**config.mk**
```make
export PLATFORM = sky130hd
export DESIGN_NAME = multi_debouncer
export DESIGN_NICKNAME = d
export VERILOG_FILES = /design/src/rtl/multi_debouncer.sv
export SDC_FILE = /design/constraint.sdc
export NUM_CORES = 1
export LEC_CHECK = 0
export CORE_ASPECT_RATIO = 0.75
export CORE_MARGIN = 2
export CORE_UTILIZATION = 50
export DETAILED_ROUTE_END_ITERATION = 10
export PLACE_DENSITY = 0.76
export REMOVE_ABC_BUFFERS = 1
export SLEW_MARGIN = 30
export SYNTH_ARGS = -nofsm -noshare
export SYNTH_HDL_FRONTEND = slang
export SYNTH_SLANG_ARGS = --single-unit
```
**constraint.sdc**
```tcl
create_clock -name clk -period 1.62 [get_ports clk]
set_clock_uncertainty 0.05 [all_clocks]
set_input_delay 0.405 -clock clk [delete_from_list [all_inputs] [get_ports clk]]
set_output_delay 0.405 -clock clk [all_outputs]
set_load 0.05 [all_outputs]
```
**src/rtl/multi_debouncer.sv**
```systemverilog
// multi_debouncer: per-channel synchronise, tick-qualified debounce, clean level plus rise/fall pulses
module multi_debouncer #(
  parameter int              N_CH         = 4,
  parameter int              BOUNCE_TICKS = 10,
  parameter int              SYNC_STAGES  = 2,
  parameter logic [N_CH-1:0] RESET_VALUE  = '0
) (
  input  logic            clk,
  input  logic            rst,
  input  logic            tick,
  input  logic [N_CH-1:0] bouncy_in,
  output logic [N_CH-1:0] debounced_out,
  output logic [N_CH-1:0] rise,
  output logic [N_CH-1:0] fall,
  output logic            any_change
);
  localparam int CW = $clog2(BOUNCE_TICKS + 1);
  typedef enum logic {STABLE, MAYBE} state_t;
  logic [SYNC_STAGES-1:0][N_CH-1:0] sync_q, sync_d;
  logic [N_CH-1:0] s, deb_q, deb_d, rise_q, rise_d, fall_q, fall_d;
  logic any_q, any_d;
  state_t state_q [N_CH];
  state_t state_d [N_CH];
  logic [CW-1:0] cnt_q [N_CH];
  logic [CW-1:0] cnt_d [N_CH];
  assign s = sync_q[SYNC_STAGES-1];
  always_comb begin
    sync_d = {sync_q[SYNC_STAGES-2:0], bouncy_in};
    deb_d  = deb_q;
    rise_d = '0;
    fall_d = '0;
    for (int i = 0; i < N_CH; i++) begin
      state_d[i] = state_q[i];
      cnt_d[i]   = cnt_q[i];
      case (state_q[i])
        STABLE: if (s[i] != deb_q[i]) begin
          state_d[i] = MAYBE;
          cnt_d[i]   = '0;
        end
        MAYBE: if (s[i] == deb_q[i]) begin
          state_d[i] = STABLE;
          cnt_d[i]   = '0;
        end else if (tick && cnt_q[i] == CW'(BOUNCE_TICKS - 1)) begin
          deb_d[i]   = s[i];
          rise_d[i]  = s[i];
          fall_d[i]  = ~s[i];
          state_d[i] = STABLE;
          cnt_d[i]   = '0;
        end else if (tick) begin
          cnt_d[i] = cnt_q[i] + CW'(1);
        end
        default: begin
          state_d[i] = STABLE;
          cnt_d[i]   = '0;
        end
      endcase
    end
    any_d = |(rise_d | fall_d);
  end
  always_ff @(posedge clk or negedge rst) begin
    if (!rst) begin
      sync_q <= {SYNC_STAGES{RESET_VALUE}};
      deb_q  <= RESET_VALUE;
      rise_q <= '0;
      fall_q <= '0;
      any_q  <= 1'b0;
      for (int i = 0; i < N_CH; i++) begin
        state_q[i] <= STABLE;
        cnt_q[i]   <= '0;
      end
    end else begin
      sync_q <= sync_d;
      deb_q  <= deb_d;
      rise_q <= rise_d;
      fall_q <= fall_d;
      any_q  <= any_d;
      for (int i = 0; i < N_CH; i++) begin
        state_q[i] <= state_d[i];
        cnt_q[i]   <= cnt_d[i];
      end
    end
  end
  assign debounced_out = deb_q;
  assign rise          = rise_q;
  assign fall          = fall_q;
  assign any_change    = any_q;
endmodule
```
* After elaboration in Yosys (flattened, before gate mapping)
Index checks and enable logic that the tools add are counted.
** Word-level totals
- Register bits :: 41
- Input bits :: 7
- Output and inout port bits :: 13
- Logic and storage cells :: 127
** Cells by class
- Add/subtract/negate cells :: 4
- Equality and inequality tests :: 20
- Mux-type cells :: 60
- Bitwise logic cells :: 13
- Reduce and logical (&&, ||, !) cells :: 13
** Operator list (number)
- $mux 4 :: 16
- $mux 1 :: 36
- $pmux 4 s2 :: 4
- $add 4x1->4 const B :: 4
- $eq 4x4->1 const B :: 4
- $ne 4x2->1 const B :: 4
- $not 1->1 :: 12
- $reduce_and 3->1 :: 4
- $ne 2x2->1 const B :: 4
- $pmux 1 s2 :: 4
- $reduce_and 2->1 :: 4
- $eq 1x1->1 :: 4
- $logic_and 1x1->1 :: 4
- $ne 1x1->1 :: 4
- $or 4x4->4 :: 1
- $reduce_or 4->1 :: 1

* Depth between registers and ports, before layout
Gate-level depths: netlist (run 1).
- Depth in word-level cells :: 7
- Gate-level depth with buffers :: 6
- Depth with buffers taken out :: 6

* Worst setup path before layout (run 1)
No wires, ideal clock.
- Kind :: reg-to-reg
- Start :: reg deb_q[1], in the netlist debounced_out[1]
- End :: reg cnt_q[9] (netlist bit)
- Library setup time :: 0.104 ns
- Arrival time :: 1.564 ns
- Data required time :: 1.466 ns
- Setup slack :: -0.098 ns
- Cell stages (with the launch flop) :: 5
- Path buffers :: 0
- Clock period less this slack :: 1.718 ns
- Cells stage by stage :: dfrtp_1 -> xor2_1 -> nand2_2 -> or4b_1 -> o311ai_1
** On the way
- Word-level cells in the longest chain between the ends :: 3
- Elaborated cells between the ends (all ways) :: 7
- Classes of those cells :: eq/ne (4); mux (2); reduce/logical (1)
** RTL lines
- start: declaration :: RTL line 20 : logic [N_CH-1:0] s, deb_q, deb_d, rise_q, rise_d, fall_q, fall_d;
- start signal: assignment :: RTL line 63 : deb_q <= RESET_VALUE;
- start signal: assignment :: RTL line 73 : deb_q <= deb_d;
- $eq 1x1->1 or $ne 1x1->1 (tied branches) :: RTL line 40, 36
- $ne 4x2->1 (no source line), or another cell as far along
- $reduce_and 2->1 (no source line) or $pmux 4 s2 (tied branches)
- end signal: indexed assignment :: RTL line 79 : cnt_q[i] <= cnt_d[i];
- end: declaration :: RTL line 24 : logic [CW-1:0] cnt_q [N_CH];
Parallel ways exist; a longest one is shown, timed or not.
A chain may end at the register's enable or synchronous reset.

* Final worst setup path (run 1)
- Start :: reg cnt_q[8] (netlist bit)
- End :: reg cnt_q[9] (netlist bit)
** On the way
- Word-level cells in the longest chain between the ends :: 5
- Elaborated cells between the ends (all ways) :: 9
- Classes of those cells :: add/sub (1); eq/ne (2); mux (4); reduce/logical (2)
** RTL lines
- $add 4x1->4 or $eq 4x4->1 (tied branches) :: RTL line 50, 43
- $mux 4 or $logic_and 1x1->1 (tied branches) :: RTL line 49, 43
- $mux 4 :: RTL line 43 : end else if (tick && cnt_q[i] == CW'(BOUNCE_TICKS - 1)) begin
- $mux 4 :: RTL line 40 : MAYBE: if (s[i] == deb_q[i]) begin
- $pmux 4 s2 :: RTL line 35 : case (state_q[i])
Parallel ways exist; a longest one is shown, timed or not. The select of a mux whose other input is x is not followed.

==> flow_summary.toml, run 1 <==
[final_layout]
layout-drive-gt1-share_pct = 27.6
fin_util_pct = 70.4
nFillCells = 256
diodes = 0
syn2layout_area_growth_pct = 37.3
fin_nets = 229

[detailed_routing]
route.detailed.drc = 0
vias_per_cell = 5.30
initialDrtViolationCount = 169
detail-route-antenna-nets = 0
drt_wl_total_mm = 3.71
wl_per_cell_microns = 14.0
drtPass1Iterations = 4
vias = 1411

[power]
power_density_nw_per_um2 = 767
ir_drop_mv = 0.719
power_leakage_nw = 1.14
p_total_w = 0.00195

[clock_network]
postCtsHoldBufs = 0
numCtsBuffers = 5
clk_pin_slew_ns = 0.08
clockRootBuffer = "clkbuf_8"
htree_levels = 2
cts.sinks = 41
cts_tree = "yes"
clockBufferDepth = 2
clock_latency_ns = 0.29

[sta]
setup_viol = 1
rsz0062_at_grt = "true"
period_needed_ns = 1.64
period_share_pct = 101
max-slew-margin-rel_pct = 78.6
worstMarginPinSlew_ns = 0.319
fmax_mhz = 609
hold_viol_final = 0
maxSlewViolCount = 0
fin_ws_ns = -0.0207

[die]
start_util_pct = 51.3
core_sq_um = 3610
rows = 19
die_h_microns = 56.7
fp.dieW_microns = 74.3
die_area_sq_um = 4210
ios = 20

[global_routing]
grt-ovfl-total = 0
grt_use_total_pct = 20.1
antenna_found_initial = 0
grt_pass1_wl_mm = 6.53
first_global_vias = 1477
grt_max_degree = 42

[place]
pre_cts_ws_ns = -0.423
gp_congestion = 0.816
numPortBuffers = 19
hpwlAfterDp_mm = 2.57

[setup_path]
worstPathRequired_ns = 1.77
arrival_ns = 1.79
start_kind = "flip-flop"
crit_type = "flip-flop to flip-flop"
crit_chain = "ha_2 > and4b_2 > or4b_4 > o311ai_2"
end_kind = "flip-flop"
max_stage_delay_ns = 0.55
crit_slowest_cell = "or4b_4"
crit_path_max_fanout = 6

[synth]
synth_cells = 170
yosysWarnings = 0
synthesis.area_sq_um = 1850
synth_cell_types = 35
synth_top_area_share_pct = 55.4
ys_ff_latch = 41
synthFlopType = "dfrtp_1"
ys_async_sr_fraction_pct = 100
synthTopCellsByArea = "dfrtp_1, ha_1, nor3b_1"
synth_seq_area_share_pct = 55.4
yosys.area.top_type = "dfrtp_1"
syn_avg_cell_area_sq_um = 10.9
synth-edff-count = 0

[run_status]
violations = "setup timing"
outcome = "finished, violations left"

[worst_hold_path]
hp-class = "input pin to async pin"

[run]
drv_cap = 0
## Yosys cell counts (2+ instances only)
cell type and number:
dfrtp_1 41, inv_1 8, and4b_1 4, o21ai_0 5
nand3b_1 2, xnor2_1 4, nor2b_1 4, nor3b_1 11
nand3_1 6, mux2_1 4, xor2_1 2, nand2_1 21
or3_1 3, a21oi_1 8, nor2_1 6, buf_2 2
nor3_1 3, nand4_1 4, ha_1 8, o22ai_1 2
o21ai_1 5, nand2b_1 2, a31oi_1 3
## report_power, final
part | switching, W | total (W) | leakage, nW | internal [W]
clock | 0.000321 | 0.000659 | 0.0443 | 0.000338
combinational | 0.000103 | 0.000189 | 0.551 | 0.0000860
sequential | 0.0000403 | 0.00110 | 0.541 | 0.00106
total | 0.000464 | 0.00195 | 1.14 | 0.00149
## cell families (layout without fill, tap and decap cells)
group           Yosys count  after routing  synth area share [%]
simple gates             71             71                  21.9
mux                       5              5                  2.97
fa+ha+maj                 8              8                  5.40
xor+xnor                  6              6                  2.84
flops                    41             41                  55.4
buf+inv                  10             54                  2.16
compound gates           29             29                  9.32
## sequential cells by signal, summed over array words and instances, names as in the netlist
name           cells
s                  4
rise               4
debounced_out      4
sync_d             4
fall               4
state_q            4
cnt_q             16
any_change         1
## worst max-delay path: cells and delay by family (launching register included)
kind / cells / cell delay, ns
compound gates: 1 / 0.08
fa+ha+maj: 1 / 0.19
flops: 1 / 0.40
simple gates: 2 / 0.83
## through the flow
stage                     std cells  TNS, ns  hold slack, ns  instance area, sq um
after floorplan                 168  -0.0985          0.0594                  1840
after global placement          254    -6.86           0.284                  2350
after detailed placement        254    -8.02           0.288                  2350
after CTS                       263  -0.0352          0.0261                  2450
after global routing            266   -0.136          0.0374                  2540
final                           266  -0.0207          0.0133                  2540
## layout by cell type, fill, tap and decap left out, types with 3 or more instances in the layout
cell type,n
a21oi_1,6
a31oi_1,3
buf_12,14
buf_4,19
clkbuf_8,6
clkdlybuf4s50_1,4
dfrtp_1,41
ha_1,5
inv_1,7
mux2_1,3
nand2_1,19
nand2_2,3
nand3_1,6
nand4_1,4
nor2_1,6
nor2b_1,3
nor3_1,3
nor3b_1,10
o21ai_0,5
o21ai_1,5
xnor2_1,3
## per-layer routing
layer  part of all wire, %  wire, microns  up-vias  global-route usage, %
met5                     0              0        -                      0
met4                   1.5             55        0                   6.89
met3                   4.3            160        9                   4.85
met2                    48           1790       30                   32.3
met1                    46           1700      680                   26.7
li1                      -              -      692                      -
## layout make-up
cell class	count	area (sq um)	share of cell area (%)
tap	52	65.1	2.56
multi-input combinational	119	860	33.8
inverter	8	30.0	1.18
clock buffer	7	86.3	3.39
timing repair buffer	39	477	18.7
sequential	41	1030	40.3
## repair_timing
action / 4_1_cts / 5_1_grt
resized for setup: 3 / 17
buffers inserted: 2 / 3
setup endpoints to repair: 15 / 11
pin swaps: 1 / 8
## path summary, 6_finish.rpt
check	from	endpoint	slack [ns]	depth (start not counted)
hold reg to reg	sync_d[7]	s[3]	0.29	0
hold / removal	rst	rise[3]	0.01	2
min in group clk	sync_d[7]	s[3]	0.29	0
setup reg to reg	cnt_q[8]	cnt_q[9]	-0.02	4
setup / recovery	cnt_q[8]	cnt_q[9]	-0.02	4
max in group asynchronous	rst	s[2]	1.30	2
Note: power is estimated with default switching activity, not from simulation.
==> run 2, diff against run 1 <==
--- a/config.mk
+++ b/config.mk
@@ -9,7 +9,7 @@
 export CORE_MARGIN = 2
 export CORE_UTILIZATION = 50
 export DETAILED_ROUTE_END_ITERATION = 10
-export PLACE_DENSITY = 0.76
+export PLACE_DENSITY = 0.75
 export REMOVE_ABC_BUFFERS = 1
 export SLEW_MARGIN = 30
 export SYNTH_ARGS = -nofsm -noshare
==> run 2 against run 1 <==
Against the previous run: design area grew 0.39%; critical path depth grew 1; highest routed layer unchanged; critical endpoint is now cnt_q[6]; largest cell class unchanged; cell count grew 0.75%; the run still ends with setup timing left.
==> flow_summary.toml, run 2 (synthesized netlist as in run 1, its figures left out) <==
[detailed_routing]
wl_per_cell_microns = 14.5
vias_per_cell = 5.40
initialDrtViolationCount = 133
route.detailed.drc = 0
drt_wl_total_mm = 3.90
detail-route-antenna-nets = 0
drtPass1Iterations = 5
vias = 1447

[die]
core_sq_um = 3610
rows = 19
start_util_pct = 51.3
die_h_microns = 56.7
fp.dieW_microns = 74.3
die_area_sq_um = 4210
ios = 20

[clock_network]
clk_pin_slew_ns = 0.07
htree_levels = 2
postCtsHoldBufs = 0
clockRootBuffer = "clkbuf_8"
clockBufferDepth = 2
cts.sinks = 41
numCtsBuffers = 5
cts_tree = "yes"
clock_latency_ns = 0.28

[global_routing]
first_global_vias = 1395
antenna_found_initial = 0
grt.met2_usage_pct = 30.7
grt-ovfl-total = 0
met1_usage_pct = 27.9
grt_pass1_wl_mm = 6.42
grt_use_total_pct = 20.0
grt_max_degree = 42
busiest_layer = "met2"
met3_usage_pct = 4.85

[sta]
hold_viol_final = 0
period_share_pct = 101
worstMarginPinSlew_ns = 0.498
rsz0062_at_grt = "true"
setup_viol = 2
maxSlewViolCount = 0
period_needed_ns = 1.63
fin_ws_ns = -0.0108
fmax_mhz = 613
max-slew-margin-rel_pct = 66.8
holdWs_ns = 0.127

[worst_hold_path]
hp-class = "input pin to async pin"

[final_layout]
fin_util_pct = 70.7
diodes = 0
top_register = "cnt_q"
instances_no_fill = 268
nFillCells = 266
fin_nets = 231
syn2layout_area_growth_pct = 37.8
most-common-layout-cells = "dfrtp_1, buf_4, nand2_1"
seqCellArea_sq_um = 1030
mostFrequentLayoutCell = "dfrtp_1"
multiInputGateArea_sq_um = 866
largest_reg_flops = 16
layout-drive-gt1-share_pct = 26.9

[setup_path]
cp_top_family = "simple AND/OR/NAND/NOR gates"
rr_startpoint = "cnt_q[4]"
rrSetupSlack_ns = -0.01
crit_slowest_cell = "dfrtp_1"
start_kind = "flip-flop"
crit_chain = "ha_2 > and4b_2 > or3_4 > a21oi_2 > a22o_1"
path_buf_inv = 0
end_kind = "flip-flop"
ff2ff_path_depth = 5
r2r_end = "cnt_q[6]"
worstPathRequired_ns = 1.80
arrival_ns = 1.81
crit_path_max_fanout = 5
crit_path_start = "cnt_q[4]"
crit_type = "flip-flop to flip-flop"
max_stage_delay_ns = 0.40

[place]
hpwlAfterDp_mm = 2.59
numPortBuffers = 19
dp.cells = 255
gp_congestion = 0.792
pre_cts_ws_ns = -0.464

[run_status]
outcome = "finished, violations left"
violations = "setup timing"

[power]
power_density_nw_per_um2 = 759
power_leakage_nw = 1.16
p_total_w = 0.00194
ir_drop_mv = 0.648

[run]
drv_cap = 0
run 2: worst max path at each step:
| stage | slack (ns) | to | cells after the start |
|---|---|---|---|
| floorplan | -0.1 | cnt_q[9] | 4 |
| global placement | -0.41 | rise[3] | 6 |
| detailed placement | -0.46 | cnt_q[9] | 4 |
| CTS | 0.001 | fall[1] | 6 |
| global route | -0.07 | debounced_out[2] | 6 |
| finish | -0.01 | cnt_q[6] | 5 |
run 2: final cells by class:
type                    count  area share, %
clock buffers               7           3.38
inverters                   8           1.18
multi-input cells         119           33.9
flip-flops and latches     41           40.2
well taps                  52           2.55
repair buffers             41           18.8
run 2: worst reg2reg max path: cells and delay by family (launching register included):
family / cells / cell delay [ns]
compound gates: 2 / 0.27
simple gates: 2 / 0.64
flops: 1 / 0.40
fa+ha+maj: 1 / 0.22
run 2: power breakdown:
part	leakage, nW	internal, W	switching (W)
registers	0.541	0.00106	0.0000434
logic	0.576	0.0000843	0.000102
clock network	0.0443	0.000338	0.000309
total	1.16	0.00148	0.000455
run 2: routing by layer:
metal / share of wire (%) / wire, microns / vias to the layer above
li1: - / - / 697
met2: 49 / 1910 / 45
met5: 0 / 0 / -
met4: 1.0 / 39 / 0
met3: 4.6 / 181 / 4
met1: 45 / 1770 / 701
run 2: metrics by stage:
step / setup TNS, ns / instance area [sq um]
6_report: -0.0190 / 2550
5_1_grt: -0.196 / 2550
4_1_cts: 0 / 2440
3_5_place_dp: -9.65 / 2340
3_3_place_gp: -8.21 / 2340
2_1_floorplan: -0.0985 / 1840
run 2: what timing repair did:
action,CTS,global route
resized for setup,2,17
setup buffers,2,4
setup endpoints to repair,20,11
pin swaps,1,2
endpoints found under the hold margin,0,0
==> run 3, diff against run 2 <==
--- a/config.mk
+++ b/config.mk
@@ -11,7 +11,6 @@
 export DETAILED_ROUTE_END_ITERATION = 10
 export PLACE_DENSITY = 0.75
 export REMOVE_ABC_BUFFERS = 1
-export SLEW_MARGIN = 30
 export SYNTH_ARGS = -nofsm -noshare
 export SYNTH_HDL_FRONTEND = slang
 export SYNTH_SLANG_ARGS = --single-unit
==> results of run 3 <==
Same layout as run 2: the final DEF is identical, and so are final timing and power.
